<file path="src/rtl/pwm_capture_macro_if.sv">
// Wishbone classic bus bundle for the PWM capture block.
// The slave modport is what the capture block sees; the master modport is what a bus master drives.
interface pwm_capture_macro_if;
    logic [31:0] wb_adr_i;
    logic [31:0] wb_dat_i;
    logic [31:0] wb_dat_o;
    logic        wb_we_i;
    logic [3:0]  wb_sel_i;
    logic        wb_cyc_i;
    logic        wb_stb_i;
    logic        wb_ack_o;
    logic        wb_err_o;

    modport slave (
        input  wb_adr_i, wb_dat_i, wb_we_i, wb_sel_i, wb_cyc_i, wb_stb_i,
        output wb_dat_o, wb_ack_o, wb_err_o
    );

    modport master (
        output wb_adr_i, wb_dat_i, wb_we_i, wb_sel_i, wb_cyc_i, wb_stb_i,
        input  wb_dat_o, wb_ack_o, wb_err_o
    );
endinterface

</file>
<file path="src/rtl/pwm_capture_macro.sv">
// Multi-channel PWM input capture: measures period and high time of each input in clk cycles
// and exposes results, valid and timeout flags through a Wishbone register bank.
module pwm_capture_macro #(
    parameter int NUM_CH      = 4,
    parameter int CNT_W       = 24,
    parameter int SYNC_STAGES = 2
) (
    input  logic                clk,
    input  logic                rst_n,
    pwm_capture_macro_if.slave  wb,
    input  logic [NUM_CH-1:0]   pwm_in,
    output logic                irq
);

    localparam logic [CNT_W-1:0] CNT_MAX = '1;
    localparam logic [CNT_W-1:0] CNT_ONE = CNT_W'(1);

    typedef enum logic [1:0] {
        ST_IDLE = 2'd0,
        ST_HIGH = 2'd1,
        ST_LOW  = 2'd2
    } state_t;

    logic              en_q;
    logic [NUM_CH-1:0] valid_q, valid_d;
    logic [NUM_CH-1:0] tout_q, tout_d;
    logic [NUM_CH-1:0] ien_valid_q;
    logic [NUM_CH-1:0] ien_tout_q;
    logic              ack_q;
    logic [31:0]       dat_q;

    logic [NUM_CH-1:0] cap_set;
    logic [NUM_CH-1:0] tout_set;
    logic [CNT_W-1:0]  period_w [NUM_CH];
    logic [CNT_W-1:0]  high_w   [NUM_CH];

    logic        access;
    logic        wr_en;
    logic        rd_en;
    logic [5:0]  reg_idx;
    logic        wr_ctrl, wr_status, wr_ien;
    logic [31:0] rd_data;
    logic [31:0] status_word;
    logic [31:0] ien_word;
    logic [NUM_CH-1:0] clr_valid, clr_tout;
    logic        unused_bus;

    // A strobe is accepted only while ack is low, so held strobes are acked every other cycle.
    assign access    = wb.wb_cyc_i & wb.wb_stb_i & ~ack_q;
    assign wr_en     = access & wb.wb_we_i;
    assign rd_en     = access & ~wb.wb_we_i;
    assign reg_idx   = wb.wb_adr_i[7:2];
    assign wr_ctrl   = wr_en && (reg_idx == 6'd0);
    assign wr_status = wr_en && (reg_idx == 6'd1);
    assign wr_ien    = wr_en && (reg_idx == 6'd2);

    assign unused_bus = ^{wb.wb_sel_i, wb.wb_adr_i[31:8], wb.wb_adr_i[1:0], wb.wb_dat_i};

    assign wb.wb_ack_o = ack_q;
    assign wb.wb_dat_o = dat_q;
    assign wb.wb_err_o = 1'b0;

    always_comb begin
        status_word                 = '0;
        status_word[NUM_CH-1:0]     = valid_q;
        status_word[16 +: NUM_CH]   = tout_q;
        ien_word                    = '0;
        ien_word[NUM_CH-1:0]        = ien_valid_q;
        ien_word[16 +: NUM_CH]      = ien_tout_q;
    end

    always_comb begin
        rd_data = '0;
        case (reg_idx)
            6'd0:    rd_data = {31'd0, en_q};
            6'd1:    rd_data = status_word;
            6'd2:    rd_data = ien_word;
            default: begin
                for (int i = 0; i < NUM_CH; i++) begin
                    if (reg_idx == 6'(4 + 2 * i)) rd_data = 32'(period_w[i]);
                    if (reg_idx == 6'(5 + 2 * i)) rd_data = 32'(high_w[i]);
                end
            end
        endcase
    end

    // Hardware set is OR'ed in after the W1C mask so a same-cycle capture survives the clear.
    always_comb begin
        clr_valid = '0;
        clr_tout  = '0;
        if (wr_status) begin
            clr_valid = wb.wb_dat_i[NUM_CH-1:0];
            clr_tout  = wb.wb_dat_i[16 +: NUM_CH];
        end
        valid_d = (valid_q & ~clr_valid) | cap_set;
        tout_d  = (tout_q & ~clr_tout) | tout_set;
    end

    always_ff @(posedge clk or negedge rst_n) begin
        if (!rst_n) begin
            ack_q       <= 1'b0;
            dat_q       <= '0;
            en_q        <= 1'b0;
            ien_valid_q <= '0;
            ien_tout_q  <= '0;
            valid_q     <= '0;
            tout_q      <= '0;
        end else begin
            ack_q   <= access;
            valid_q <= valid_d;
            tout_q  <= tout_d;
            if (rd_en) begin
                dat_q <= rd_data;
            end
            if (wr_ctrl) begin
                en_q <= wb.wb_dat_i[0];
            end
            if (wr_ien) begin
                ien_valid_q <= wb.wb_dat_i[NUM_CH-1:0];
                ien_tout_q  <= wb.wb_dat_i[16 +: NUM_CH];
            end
        end
    end

    assign irq = |((valid_q & ien_valid_q) | (tout_q & ien_tout_q));

    for (genvar gi = 0; gi < NUM_CH; gi++) begin : g_ch
        logic [SYNC_STAGES-1:0] sync_q;
        logic                   prev_q;
        logic                   rise;
        logic                   fall;
        state_t                 state_q, state_d;
        logic [CNT_W-1:0]       cnt_q, cnt_d;
        logic [CNT_W-1:0]       hcnt_q, hcnt_d;
        logic [CNT_W-1:0]       period_q, period_d;
        logic [CNT_W-1:0]       high_q, high_d;
        logic [CNT_W:0]         sum;
        logic                   cap_evt;
        logic                   tout_evt;

        always_ff @(posedge clk or negedge rst_n) begin
            if (!rst_n) begin
                sync_q <= '0;
                prev_q <= 1'b0;
            end else begin
                sync_q <= {sync_q[SYNC_STAGES-2:0], pwm_in[gi]};
                prev_q <= sync_q[SYNC_STAGES-1];
            end
        end

        assign rise = sync_q[SYNC_STAGES-1] & ~prev_q;
        assign fall = ~sync_q[SYNC_STAGES-1] & prev_q;
        assign sum  = {1'b0, hcnt_q} + {1'b0, cnt_q};

        always_ff @(posedge clk or negedge rst_n) begin
            if (!rst_n) begin
                state_q  <= ST_IDLE;
                cnt_q    <= '0;
                hcnt_q   <= '0;
                period_q <= '0;
                high_q   <= '0;
            end else begin
                state_q  <= state_d;
                cnt_q    <= cnt_d;
                hcnt_q   <= hcnt_d;
                period_q <= period_d;
                high_q   <= high_d;
            end
        end

        always_comb begin
            state_d  = state_q;
            cnt_d    = cnt_q;
            hcnt_d   = hcnt_q;
            period_d = period_q;
            high_d   = high_q;
            cap_evt  = 1'b0;
            tout_evt = 1'b0;
            if (!en_q) begin
                state_d = ST_IDLE;
                cnt_d   = '0;
                hcnt_d  = '0;
            end else begin
                case (state_q)
                    ST_IDLE: begin
                        if (rise) begin
                            cnt_d   = CNT_ONE;
                            state_d = ST_HIGH;
                        end
                    end
                    ST_HIGH: begin
                        if (fall) begin
                            hcnt_d  = cnt_q;
                            cnt_d   = CNT_ONE;
                            state_d = ST_LOW;
                        end else if (cnt_q == CNT_MAX) begin
                            tout_evt = 1'b1;
                            cnt_d    = '0;
                            state_d  = ST_IDLE;
                        end else begin
                            cnt_d = cnt_q + CNT_ONE;
                        end
                    end
                    ST_LOW: begin
                        if (rise) begin
                            // Period saturates rather than wrapping when high+low overflows.
                            period_d = sum[CNT_W] ? CNT_MAX : sum[CNT_W-1:0];
                            high_d   = hcnt_q;
                            cap_evt  = 1'b1;
                            cnt_d    = CNT_ONE;
                            state_d  = ST_HIGH;
                        end else if (cnt_q == CNT_MAX) begin
                            tout_evt = 1'b1;
                            cnt_d    = '0;
                            state_d  = ST_IDLE;
                        end else begin
                            cnt_d = cnt_q + CNT_ONE;
                        end
                    end
                    default: begin
                        state_d = ST_IDLE;
                        cnt_d   = '0;
                    end
                endcase
            end
        end

        assign cap_set[gi]  = cap_evt;
        assign tout_set[gi] = tout_evt;
        assign period_w[gi] = period_q;
        assign high_w[gi]   = high_q;
    end

endmodule
</file>
<file path="src/flat_wrapper.sv">
// flat-port wrapper written by rule: the top's interface ports become plain ports
module pwm_capture_macro_flat 
#(
    parameter int NUM_CH      = 4,
    parameter int CNT_W       = 24,
    parameter int SYNC_STAGES = 2
)
  (clk, rst_n, pwm_in, irq, wb_wb_adr_i, wb_wb_dat_i, wb_wb_we_i, wb_wb_sel_i, wb_wb_cyc_i, wb_wb_stb_i, wb_wb_dat_o, wb_wb_ack_o, wb_wb_err_o);
  pwm_capture_macro_if wb_i ();
  input  logic clk;
  input  logic rst_n;
  input  logic [NUM_CH-1:0] pwm_in;
  output logic irq;
  input wire logic [$bits(wb_i.wb_adr_i)-1:0] wb_wb_adr_i;
  input wire logic [$bits(wb_i.wb_dat_i)-1:0] wb_wb_dat_i;
  input wire logic [$bits(wb_i.wb_we_i)-1:0] wb_wb_we_i;
  input wire logic [$bits(wb_i.wb_sel_i)-1:0] wb_wb_sel_i;
  input wire logic [$bits(wb_i.wb_cyc_i)-1:0] wb_wb_cyc_i;
  input wire logic [$bits(wb_i.wb_stb_i)-1:0] wb_wb_stb_i;
  output wire logic [$bits(wb_i.wb_dat_o)-1:0] wb_wb_dat_o;
  output wire logic [$bits(wb_i.wb_ack_o)-1:0] wb_wb_ack_o;
  output wire logic [$bits(wb_i.wb_err_o)-1:0] wb_wb_err_o;
  assign wb_i.wb_adr_i = wb_wb_adr_i;
  assign wb_i.wb_dat_i = wb_wb_dat_i;
  assign wb_i.wb_we_i = wb_wb_we_i;
  assign wb_i.wb_sel_i = wb_wb_sel_i;
  assign wb_i.wb_cyc_i = wb_wb_cyc_i;
  assign wb_i.wb_stb_i = wb_wb_stb_i;
  assign wb_wb_dat_o = wb_i.wb_dat_o;
  assign wb_wb_ack_o = wb_i.wb_ack_o;
  assign wb_wb_err_o = wb_i.wb_err_o;
  pwm_capture_macro #(.NUM_CH(NUM_CH), .CNT_W(CNT_W), .SYNC_STAGES(SYNC_STAGES)) u_core (.clk(clk), .rst_n(rst_n), .wb(wb_i), .pwm_in(pwm_in), .irq(irq));
endmodule
</file>
<file path="config.mk">
export PLATFORM = sky130hd
export DESIGN_NAME = pwm_capture_macro_flat
export DESIGN_NICKNAME = d
export VERILOG_FILES = /design/src/rtl/pwm_capture_macro_if.sv /design/src/rtl/pwm_capture_macro.sv /design/src/flat_wrapper.sv
export SDC_FILE = /design/constraint.sdc
export NUM_CORES = 1
export LEC_CHECK = 0
export CORE_MARGIN = 2
export CORE_UTILIZATION = 25
export CTS_CLUSTER_DIAMETER = 100
export CTS_CLUSTER_SIZE = 10
export DETAILED_ROUTE_END_ITERATION = 6
export GPL_TIMING_DRIVEN = 1
export PLACE_DENSITY = 0.5
export SETUP_SLACK_MARGIN = 0.1
export SLEW_MARGIN = 10
export SYNTH_ARGS = -nofsm -noshare
export SYNTH_HDL_FRONTEND = slang
export SYNTH_SLANG_ARGS = --single-unit
export TNS_END_PERCENT = 5
</file>
<file path="constraint.sdc">
create_clock -name clk -period 7.04 [get_ports clk]
set_clock_uncertainty 0.1 [all_clocks]
set_input_delay 1.056 -clock clk [delete_from_list [all_inputs] [get_ports clk]]
set_output_delay 1.056 -clock clk [all_outputs]
set_load 0.005 [all_outputs]
</file>
==> results of run 1 <==
-- sequential cells by signal, indices dropped and copies added, names as in the netlist --
register	count
u_core.en_q	1
u_core.wb.wb_dat_o	24
u_core.ien_valid_q	4
u_core.g_ch.cnt_q	96
u_core.g_ch.sync_q	8
u_core.g_ch.prev_q	4
u_core.ien_tout_q	4
u_core.g_ch.period_q	96
u_core.tout_q	4
u_core.valid_q	4
u_core.g_ch.high_q	96
u_core.g_ch.state_q	8
u_core.g_ch.hcnt_q	96
u_core.wb.wb_ack_o	1
-- cell type report --
class                           count  area share
Sequential cell                   446       0.407
Clock buffer                       52      0.0466
Multi-Input combinational cell   1959       0.457
Tap cell                         1276      0.0581
Inverter                           41     0.00560
Clock inverter                      2     0.00141
Timing Repair Buffer               72      0.0248
Antenna cell                        2    0.000182
-- power by group through the flow --
stage	Sequential, uW	Combinational (uW)	Clock [uW]
2_1_floorplan	2660	86.6	0
3_3_place_gp	2670	243	0
3_5_place_dp	2680	243	0
4_1_cts	2630	245	2430
5_1_grt	2630	264	2530
6_report	2630	237	2340
-- cell usage in the layout, fill, tap and decap left out, types with 51 or more instances in the layout --
cell type	instances
sky130_fd_sc_hd__a21oi_1	121
sky130_fd_sc_hd__o22a_1	71
sky130_fd_sc_hd__dfrtp_1	445
sky130_fd_sc_hd__clkbuf_16	51
sky130_fd_sc_hd__xnor2_1	67
sky130_fd_sc_hd__a21boi_0	97
sky130_fd_sc_hd__nand2_1	552
sky130_fd_sc_hd__o21ai_0	128
sky130_fd_sc_hd__ha_1	116
sky130_fd_sc_hd__nor2_1	165
sky130_fd_sc_hd__nand3_1	55
-- stage by stage --
stage | setup slack, ps | std cells | hold slack, ps | power, uW
2_1_floorplan | 3750 | 2563 | 231 | 2750
4_1_cts | 2820 | 3848 | 257 | 5310
3_5_place_dp | 2890 | 3794 | 235 | 2920
6_report | 2880 | 3850 | 254 | 5210
5_1_grt | 2480 | 3848 | 262 | 5430
3_3_place_gp | 2880 | 3794 | 236 | 2920
-- routing by layer --
| layer | wire [um] | global-route usage |
|---|---|---|
| met1 | 35100 | 0.205 |
| met3 | 2750 | 0.0233 |
| met2 | 29700 | 0.210 |
| met5 | 0 | 0 |
| met4 | 2230 | 0.0470 |
-- cell families (layout without fill, tap and decap cells) --
| logic type | count (synthesis) | after routing |
|---|---|---|
| AO/OA/AOI/OAI | 673 | 673 |
| XOR/XNOR | 115 | 115 |
| adder cells (fa/ha/maj) | 120 | 120 |
| buffers and inverters | 158 | 167 |
| flip-flops | 446 | 446 |
| multiplexers | 66 | 66 |
| other | 1 | 11 |
| AND/OR/NAND/NOR | 976 | 976 |
-- how the worst max path moves through the flow --
stage | startpoint | to | slack, ps | cells past startpoint
after floorplan | u_core.g_ch[2].cnt_q[0] | u_core.g_ch[2].period_q[22] | 3750 | 11
after global placement | u_core.g_ch[0].cnt_q[0] | u_core.g_ch[0].period_q[15] | 2880 | 11
after detailed placement | u_core.g_ch[3].cnt_q[0] | u_core.g_ch[3].period_q[3] | 2890 | 11
after CTS | u_core.g_ch[3].cnt_q[0] | u_core.g_ch[3].period_q[19] | 2820 | 11
after global routing | u_core.g_ch[3].cnt_q[0] | u_core.g_ch[3].period_q[4] | 2480 | 11
final | u_core.g_ch[0].cnt_q[0] | u_core.g_ch[0].period_q[15] | 2880 | 11
==> flow_summary.html, run 1 <==
<table>
<tr><th>Metric</th><th>Value</th></tr>
<tr><th colspan="2">Global route</th></tr>
<tr><td>Total global routing track utilization</td><td>0.140</td></tr>
<tr><td>Antenna violations before repair</td><td>2</td></tr>
<tr><td>Wire length of the first global-routing pass</td><td>about 110 mm</td></tr>
<tr><td>Number of global-route vias before repair</td><td>between 15,000 and 20,000</td></tr>
<tr><td>Largest net degree at the start of global routing</td><td>about 150</td></tr>
<tr><td>GRT Residual Overflow</td><td>0</td></tr>
<tr><th colspan="2">Status</th></tr>
<tr><td>Status</td><td>finished, violations left</td></tr>
<tr><td>Violated checks</td><td>design-rule violations</td></tr>
<tr><th colspan="2">Layout</th></tr>
<tr><td>Ratio of cells with drive above 1 in the final layout</td><td>0.0684</td></tr>
<tr><td>Storage element area</td><td>~0.011 mm2</td></tr>
<tr><td>Area added between synthesis and finish</td><td>12.9%</td></tr>
<tr><td>Number of inserted filler cells in the final layout</td><td>between 10,000 and 15,000</td></tr>
<tr><td>Final layout net count</td><td>roughly 2,800</td></tr>
<tr><td>Post-layout utilization of the core</td><td>0.284</td></tr>
<tr><td>Fin area</td><td>about 0.027 mm2</td></tr>
<tr><td>Multi-input combinational cell area</td><td>roughly 0.013 mm2</td></tr>
<tr><th colspan="2">Synthesis</th></tr>
<tr><td>Async set-reset flop share out of synthesis</td><td>1.00</td></tr>
<tr><td>Cell types occupying the most area after synthesis</td><td>sky130_fd_sc_hd__dfrtp_1 46%, sky130_fd_sc_hd__nand2_1 8.5%, sky130_fd_sc_hd__ha_1 6.0%</td></tr>
<tr><td>Post-synth EDFFs</td><td>0</td></tr>
<tr><td>Combinational family with the most area after synthesis</td><td>compound AO/OA/AOI/OAI gates</td></tr>
<tr><td>Seq/Total Area, Yosys</td><td>0.459</td></tr>
<tr><td>XOR/XNOR Fraction of Synth Area</td><td>0.0414</td></tr>
<tr><td>Top cell type by total area after synthesis</td><td>sky130_fd_sc_hd__dfrtp_1</td></tr>
<tr><td>Simple-gate area share of the yosys netlist</td><td>0.175</td></tr>
<tr><td>Adder and majority gate portion of the synthesized area</td><td>0.0630</td></tr>
<tr><td>Cell count after synthesis</td><td>about 2,600</td></tr>
<tr><td>Warnings from Yosys</td><td>0</td></tr>
<tr><td>Mapped Area</td><td>~0.024 mm2</td></tr>
<tr><td>Share of the synthesized area in the top cell type</td><td>0.459</td></tr>
<tr><td>Distinct cells, synth</td><td>82</td></tr>
<tr><td>Top FF cell, synth</td><td>sky130_fd_sc_hd__dfrtp_1</td></tr>
<tr><td>Most used standard cell by instance count after synthesis</td><td>sky130_fd_sc_hd__nand2_1</td></tr>
<tr><td>Post-synthesis mux area share</td><td>0.0430</td></tr>
<tr><td>Post-synthesis area per instance</td><td>roughly 9.5 um2</td></tr>
<tr><td>FF+latch count, synth</td><td>around 450</td></tr>
<tr><td>Post-synthesis compound-gate area fraction</td><td>0.191</td></tr>
<tr><td>Top cells by instance count after synthesis</td><td>552 x sky130_fd_sc_hd__nand2_1, 446 x sky130_fd_sc_hd__dfrtp_1, 166 x sky130_fd_sc_hd__nor2_1</td></tr>
<tr><th colspan="2">Floorplan</th></tr>
<tr><td>Die outline height</td><td>roughly 320 um</td></tr>
<tr><td>Area of the placeable core</td><td>between 0.09 and 0.1 mm2</td></tr>
<tr><td>Die width</td><td>roughly 320 um</td></tr>
<tr><td>Top Ports</td><td>roughly 110</td></tr>
<tr><td>Die Footprint</td><td>0.0998 mm2</td></tr>
<tr><td>Effective utilization at floorplan</td><td>0.252</td></tr>
<tr><td>Row Count</td><td>approximately 110</td></tr>
<tr><th colspan="2">Critical path</th></tr>
<tr><td>Worst Setup End Kind</td><td>flip-flop</td></tr>
<tr><td>Max Fanout on Critical Path</td><td>22</td></tr>
<tr><td>Logic depth of the worst register-to-register path</td><td>11</td></tr>
<tr><td>Cell with the largest stage delay on the worst path</td><td>sky130_fd_sc_hd__o32a_1</td></tr>
<tr><td>WP data required</td><td>between 7000 and 8000 ps</td></tr>
<tr><td>Max incr delay on CP</td><td>510 ps</td></tr>
<tr><td>Setup slack of the most critical reg-to-reg path</td><td>~2900 ps</td></tr>
<tr><td>Top Family by Delay on Critical Path</td><td>compound AO/OA/AOI/OAI gates</td></tr>
<tr><td>Startpoint type of the worst setup path</td><td>flip-flop</td></tr>
<tr><td>Buffer and inverter count on the worst path</td><td>0</td></tr>
<tr><td>Critical register-to-register path startpoint</td><td>u_core.g_ch[0].cnt_q[0]</td></tr>
<tr><td>CP cell instances</td><td>ha_1 &gt; fa_1 &gt; a211oi_1 &gt; o21ai_0 &gt; a32oi_1 &gt; o221ai_1 &gt; a21boi_1 &gt; o21bai_1 &gt; a31oi_1 &gt; o211ai_2 &gt; o32a_1</td></tr>
<tr><td>Endpoint of the most critical register-to-register path</td><td>u_core.g_ch[0].period_q[15]</td></tr>
<tr><td>Critical path start-end classification</td><td>flip-flop to flip-flop</td></tr>
<tr><td>Data arrival time of the critical path</td><td>around 4600 ps</td></tr>
<tr><th colspan="2">Power</th></tr>
<tr><td>Clock power share</td><td>0.450</td></tr>
<tr><td>Pwr per Cell Area</td><td>approximately 190 mW/mm2</td></tr>
<tr><td>Switch share</td><td>0.232</td></tr>
<tr><td>Max rail drop VDD</td><td>approximately 0.00015 V</td></tr>
<tr><td>Leak</td><td>roughly 0.012 uW</td></tr>
<tr><td>Cell Int Power</td><td>roughly 4000 uW</td></tr>
<tr><td>Combinational Power Share</td><td>0.046</td></tr>
<tr><td>Part of the total power dissipated in sequential elements</td><td>0.505</td></tr>
<tr><td>Psw</td><td>roughly 1200 uW</td></tr>
<tr><th colspan="2">Run</th></tr>
<tr><td>Max_cap viols</td><td>0</td></tr>
<tr><th colspan="2">STA</th></tr>
<tr><td>Pins Over Slew Limit</td><td>0</td></tr>
<tr><td>Final hold viol count</td><td>0</td></tr>
<tr><td>Transition time at the pin with the least slew margin</td><td>about 1100 ps</td></tr>
<tr><td>Clock period minus worst slack</td><td>between 4000 and 5000 ps</td></tr>
<tr><td>Unrepaired setup endpoints after global routing</td><td>false</td></tr>
<tr><td>Worst relative slew slack</td><td>0.232</td></tr>
<tr><td>Maximum operating frequency</td><td>between 200 and 250 MHz</td></tr>
<tr><td>Setup-violating endpoint count in the final report</td><td>0</td></tr>
<tr><td>Final period utilization</td><td>0.592</td></tr>
<tr><td>Setup TNS</td><td>0 ps</td></tr>
<tr><th colspan="2">Routing</th></tr>
<tr><td>Count of unresolved DRC violations after routing</td><td>1</td></tr>
<tr><td>DR vias</td><td>~19,000</td></tr>
<tr><td>Antenna-violating nets left</td><td>0</td></tr>
<tr><td>Sum of routed wire length over all layers</td><td>around 70 mm</td></tr>
<tr><td>DRC violation total after the first TritonRoute iteration</td><td>roughly 1,400</td></tr>
<tr><td>Routed via count divided by cell count</td><td>4.88</td></tr>
<tr><td>Drt first pass iters</td><td>7</td></tr>
<tr><td>Detailed-route wire length per cell</td><td>roughly 18 um</td></tr>
<tr><th colspan="2">Clock tree</th></tr>
<tr><td>CTS Root Buffer Type</td><td>sky130_fd_sc_hd__clkbuf_16</td></tr>
<tr><td>Clk Latency, worst-skew pair</td><td>roughly 600 ps</td></tr>
<tr><td>Buffer count from post-CTS setup fixing</td><td>0</td></tr>
<tr><td># clock sinks</td><td>roughly 450</td></tr>
<tr><td>Clock tree from TritonCTS</td><td>done</td></tr>
<tr><td>Count of cells resized by post-cts repair</td><td>0</td></tr>
<tr><td>Number of buffers added by the clock tree synthesis step</td><td>50</td></tr>
<tr><td>CTS Buffer Depth</td><td>3</td></tr>
<tr><td>Hold buffers post-CTS</td><td>0</td></tr>
<tr><td>Clock-pin slew on the worst setup and hold paths</td><td>60 ps</td></tr>
<tr><td>Total number of H-tree levels</td><td>2</td></tr>
<tr><th colspan="2">Placement</th></tr>
<tr><td>HPWL after detailed placement</td><td>~50 mm</td></tr>
<tr><td>Routability-driven placement congestion ratio</td><td>a little over 0.8</td></tr>
<tr><td>Post-placement cell area</td><td>roughly 0.026 mm2</td></tr>
<tr><td>Number of I/O port buffers</td><td>between 40 and 50</td></tr>
<tr><th colspan="2">Min path</th></tr>
<tr><td>Hold Path End</td><td>u_core.g_ch[2].sync_q[1]</td></tr>
<tr><td>WHS Path Cells</td><td>0</td></tr>
<tr><td>Min-delay src</td><td>u_core.g_ch[2].sync_q[0]</td></tr>
<tr><td>Type of the worst min-delay path</td><td>flip-flop to flip-flop</td></tr>
</table>
Note: power is estimated with default switching activity, not from simulation.
==> run 2: changes to the inputs <==
--- a/config.mk
+++ b/config.mk
@@ -11,7 +11,7 @@
 export CTS_CLUSTER_SIZE = 10
 export DETAILED_ROUTE_END_ITERATION = 6
 export GPL_TIMING_DRIVEN = 1
-export PLACE_DENSITY = 0.5
+export PLACE_DENSITY = 0.51
 export SETUP_SLACK_MARGIN = 0.1
 export SLEW_MARGIN = 10
 export SYNTH_ARGS = -nofsm -noshare
==> constraint.sdc (replaced) <==
create_clock -name clk -period 3.7 [get_ports clk]
set_clock_uncertainty 0.1 [all_clocks]
set_input_delay 0.555 -clock clk [delete_from_list [all_inputs] [get_ports clk]]
set_output_delay 0.555 -clock clk [all_outputs]
set_load 0.005 [all_outputs]
==> flow_summary.html, run 2 (same netlist as run 1, synthesis figures left out) <==
<table>
<tr><th>Metric</th><th>Value</th></tr>
<tr><th colspan="2">Critical path</th></tr>
<tr><td>Worst Setup End Kind</td><td>flip-flop</td></tr>
<tr><td>Cell with the largest stage delay on the worst path</td><td>sky130_fd_sc_hd__fa_1</td></tr>
<tr><td>Max incr delay on CP</td><td>490 ps (-20 ps)</td></tr>
<tr><td>Max Fanout on Critical Path</td><td>23 (+4.5%)</td></tr>
<tr><td>Critical path start-end classification</td><td>flip-flop to flip-flop</td></tr>
<tr><td>WP data required</td><td>4070 ps (-3360 ps)</td></tr>
<tr><td>CP cell instances</td><td>ha_1 &gt; fa_1 &gt; a211oi_1 &gt; o21bai_1 &gt; a21oi_2 &gt; o21ai_1 &gt; a31oi_1 &gt; o21bai_2 &gt; a211o_1 &gt; a211o_4 &gt; buf_12 &gt; o22a_2</td></tr>
<tr><td>Startpoint type of the worst setup path</td><td>flip-flop</td></tr>
<tr><td>Data arrival time of the critical path</td><td>3800 ps (-750 ps)</td></tr>
<tr><th colspan="2">Clock tree</th></tr>
<tr><td>CTS Buffer Depth</td><td>3 (unchanged)</td></tr>
<tr><td>Number of buffers added by the clock tree synthesis step</td><td>50 (unchanged)</td></tr>
<tr><td># clock sinks</td><td>446 (unchanged)</td></tr>
<tr><td>Clk Latency, worst-skew pair</td><td>600 ps (about the same)</td></tr>
<tr><td>Clock tree from TritonCTS</td><td>done</td></tr>
<tr><td>CTS Root Buffer Type</td><td>sky130_fd_sc_hd__clkbuf_16</td></tr>
<tr><td>Total number of H-tree levels</td><td>2 (unchanged)</td></tr>
<tr><td>Clock-pin slew on the worst setup and hold paths</td><td>60 ps (about the same)</td></tr>
<tr><th colspan="2">Global route</th></tr>
<tr><td>Total global routing track utilization</td><td>0.146 (+0.00584)</td></tr>
<tr><td>Wire length of the first global-routing pass</td><td>114 mm (+3.5%)</td></tr>
<tr><td>Number of global-route vias before repair</td><td>18,700 (+2.2%)</td></tr>
<tr><td>GRT Residual Overflow</td><td>0 (unchanged)</td></tr>
<tr><td>Largest net degree at the start of global routing</td><td>87 (-40%)</td></tr>
<tr><td>Antenna violations before repair</td><td>3 (+1)</td></tr>
<tr><th colspan="2">Floorplan</th></tr>
<tr><td>Effective utilization at floorplan</td><td>0.252 (unchanged)</td></tr>
<tr><td>Area of the placeable core</td><td>0.0966 mm2 (unchanged)</td></tr>
<tr><td>Die outline height</td><td>316 um (unchanged)</td></tr>
<tr><td>Die Footprint</td><td>0.0998 mm2 (unchanged)</td></tr>
<tr><td>Top Ports</td><td>112 (unchanged)</td></tr>
<tr><td>Row Count</td><td>114 (unchanged)</td></tr>
<tr><td>Die width</td><td>316 um (unchanged)</td></tr>
<tr><th colspan="2">STA</th></tr>
<tr><td>Final period utilization</td><td>0.925 (+0.333)</td></tr>
<tr><td>Setup TNS</td><td>0 ps (unchanged)</td></tr>
<tr><td>Maximum operating frequency</td><td>292 MHz (+22%)</td></tr>
<tr><td>Transition time at the pin with the least slew margin</td><td>1070 ps (-69.2 ps)</td></tr>
<tr><td>Worst hold slack</td><td>256 ps (+2.09 ps)</td></tr>
<tr><td>Clock period minus worst slack</td><td>3420 ps (-742 ps)</td></tr>
<tr><td>Worst relative slew slack</td><td>0.284 (+0.0520)</td></tr>
<tr><td>Unrepaired setup endpoints after global routing</td><td>true</td></tr>
<tr><td>Final hold viol count</td><td>0 (unchanged)</td></tr>
<tr><td>Pins Over Slew Limit</td><td>0 (unchanged)</td></tr>
<tr><td>Setup-violating endpoint count in the final report</td><td>0 (unchanged)</td></tr>
<tr><th colspan="2">Routing</th></tr>
<tr><td>Antenna-violating nets left</td><td>0 (unchanged)</td></tr>
<tr><td>Count of unresolved DRC violations after routing</td><td>1 (unchanged)</td></tr>
<tr><td>DRC violation total after the first TritonRoute iteration</td><td>1,538 (+7.6%)</td></tr>
<tr><td>Detailed-route wire length per cell</td><td>18.5 um (+2.3%)</td></tr>
<tr><td>DR vias</td><td>19,300 (+2.6%)</td></tr>
<tr><td>Routed via count divided by cell count</td><td>4.90 (+0.43%)</td></tr>
<tr><td>Sum of routed wire length over all layers</td><td>72.9 mm (+4.5%)</td></tr>
<tr><td>Drt first pass iters</td><td>7 (unchanged)</td></tr>
<tr><th colspan="2">Layout</th></tr>
<tr><td>Final layout net count</td><td>2,851 (+3.0%)</td></tr>
<tr><td>Ratio of cells with drive above 1 in the final layout</td><td>0.0986 (+0.0302)</td></tr>
<tr><td>Post-route insts no fill</td><td>3,932 (+2.1%)</td></tr>
<tr><td>Commonest non-fill, non-tap cells in the layout</td><td>552 x sky130_fd_sc_hd__nand2_1, 445 x sky130_fd_sc_hd__dfrtp_1, 166 x sky130_fd_sc_hd__nor2_1, 127 x sky130_fd_sc_hd__o21ai_0, 120 x sky130_fd_sc_hd__a21oi_1</td></tr>
<tr><td>Number of diodes added for antenna fixing</td><td>0 (-2)</td></tr>
<tr><td>Most frequent standard cell in the layout excluding fill and tap cells</td><td>sky130_fd_sc_hd__nand2_1</td></tr>
<tr><td>Area added between synthesis and finish</td><td>16.0%</td></tr>
<tr><th colspan="2">Placement</th></tr>
<tr><td>Number of I/O port buffers</td><td>48 (unchanged)</td></tr>
<tr><td>Cell total after placement</td><td>3,877 (+2.2%)</td></tr>
<tr><td>HPWL after detailed placement</td><td>53.5 mm (+7.9%)</td></tr>
<tr><td>Routability-driven placement congestion ratio</td><td>0.836 (+2.8%)</td></tr>
<tr><th colspan="2">Power</th></tr>
<tr><td>Leak</td><td>0.0124 uW (+4.0%)</td></tr>
<tr><td>Pwr per Cell Area</td><td>352 mW/mm2 (+86%)</td></tr>
<tr><td>Max rail drop VDD</td><td>0.000306 V (+100%)</td></tr>
<tr><th colspan="2">Run</th></tr>
<tr><td>Max_cap viols</td><td>0 (unchanged)</td></tr>
<tr><th colspan="2">Status</th></tr>
<tr><td>Violated checks</td><td>design-rule violations</td></tr>
<tr><td>Status</td><td>finished, violations left</td></tr>
<tr><th colspan="2">Min path</th></tr>
<tr><td>Type of the worst min-delay path</td><td>flip-flop to flip-flop</td></tr>
</table>
run 2: critical path: cells and delay by family (launching register included):
kind,cells,cell delay (ps)
DFF,1,400
adders and majority gates,2,750
buffers and inverters,1,160
AOI/OAI and AO/OA,9,1900
run 2: power breakdown:
group / internal [uW] / leakage [uW] / switching [uW]
sequential: 4940 / 0.00612 / 52.3
clock: 2480 / 0.000648 / 1990
combinational: 209 / 0.00566 / 269
total: 7630 / 0.0124 / 2310
run 2: final timing paths:
kind / start / to / slack, ps / cells after the start
worst min register to register: u_core.g_ch[1].sync_q[0] / u_core.g_ch[1].sync_q[1] / 260 / 0
worst max-delay path: u_core.g_ch[2].hcnt_q[0] / u_core.g_ch[2].period_q[11] / 280 / 12
worst min-delay path: u_core.g_ch[1].sync_q[0] / u_core.g_ch[1].sync_q[1] / 260 / 0
min in group asynchronous: rst_n / u_core.g_ch[2].cnt_q[9] / 550 / 2
max in group asynchronous: rst_n / u_core.g_ch[3].high_q[17] / 2080 / 3
worst max register to register: u_core.g_ch[2].hcnt_q[0] / u_core.g_ch[2].period_q[11] / 280 / 12
run 2: layer usage:
layer / part of all wire / track usage
met2: 0.43 / 0.220
met3: 0.040 / 0.0209
met5: 0 / 0
met1: 0.50 / 0.219
met4: 0.022 / 0.0355
run 2: stage by stage:
step	instance area [um2]	util	power, uW	worst slack (ps)
after global routing	28200	0.292	10300	36.4
after floorplan	24300	-	5230	406
after CTS	28200	0.292	10100	127
after detailed placement	26800	0.278	5570	151
final	28200	0.292	9940	278
after global placement	26800	0.278	5570	165
run 2: final cells by class:
type	instances	area (um2)
flip-flops and latches	446	11200
well taps	1276	1600
multi-input cells	1959	12600
inverters	41	154
fillers	10100	68400
clock inverters	2	38.8
clock buffers	52	1280
repair buffers	156	1410
run 2: what timing repair did:
item | CTS | global route
hold buffers | 1 | 0
endpoints found under the hold margin | 67 | 0
setup endpoints to repair | 0 | 79
setup buffers | 0 | 0
resized for setup | 0 | 8
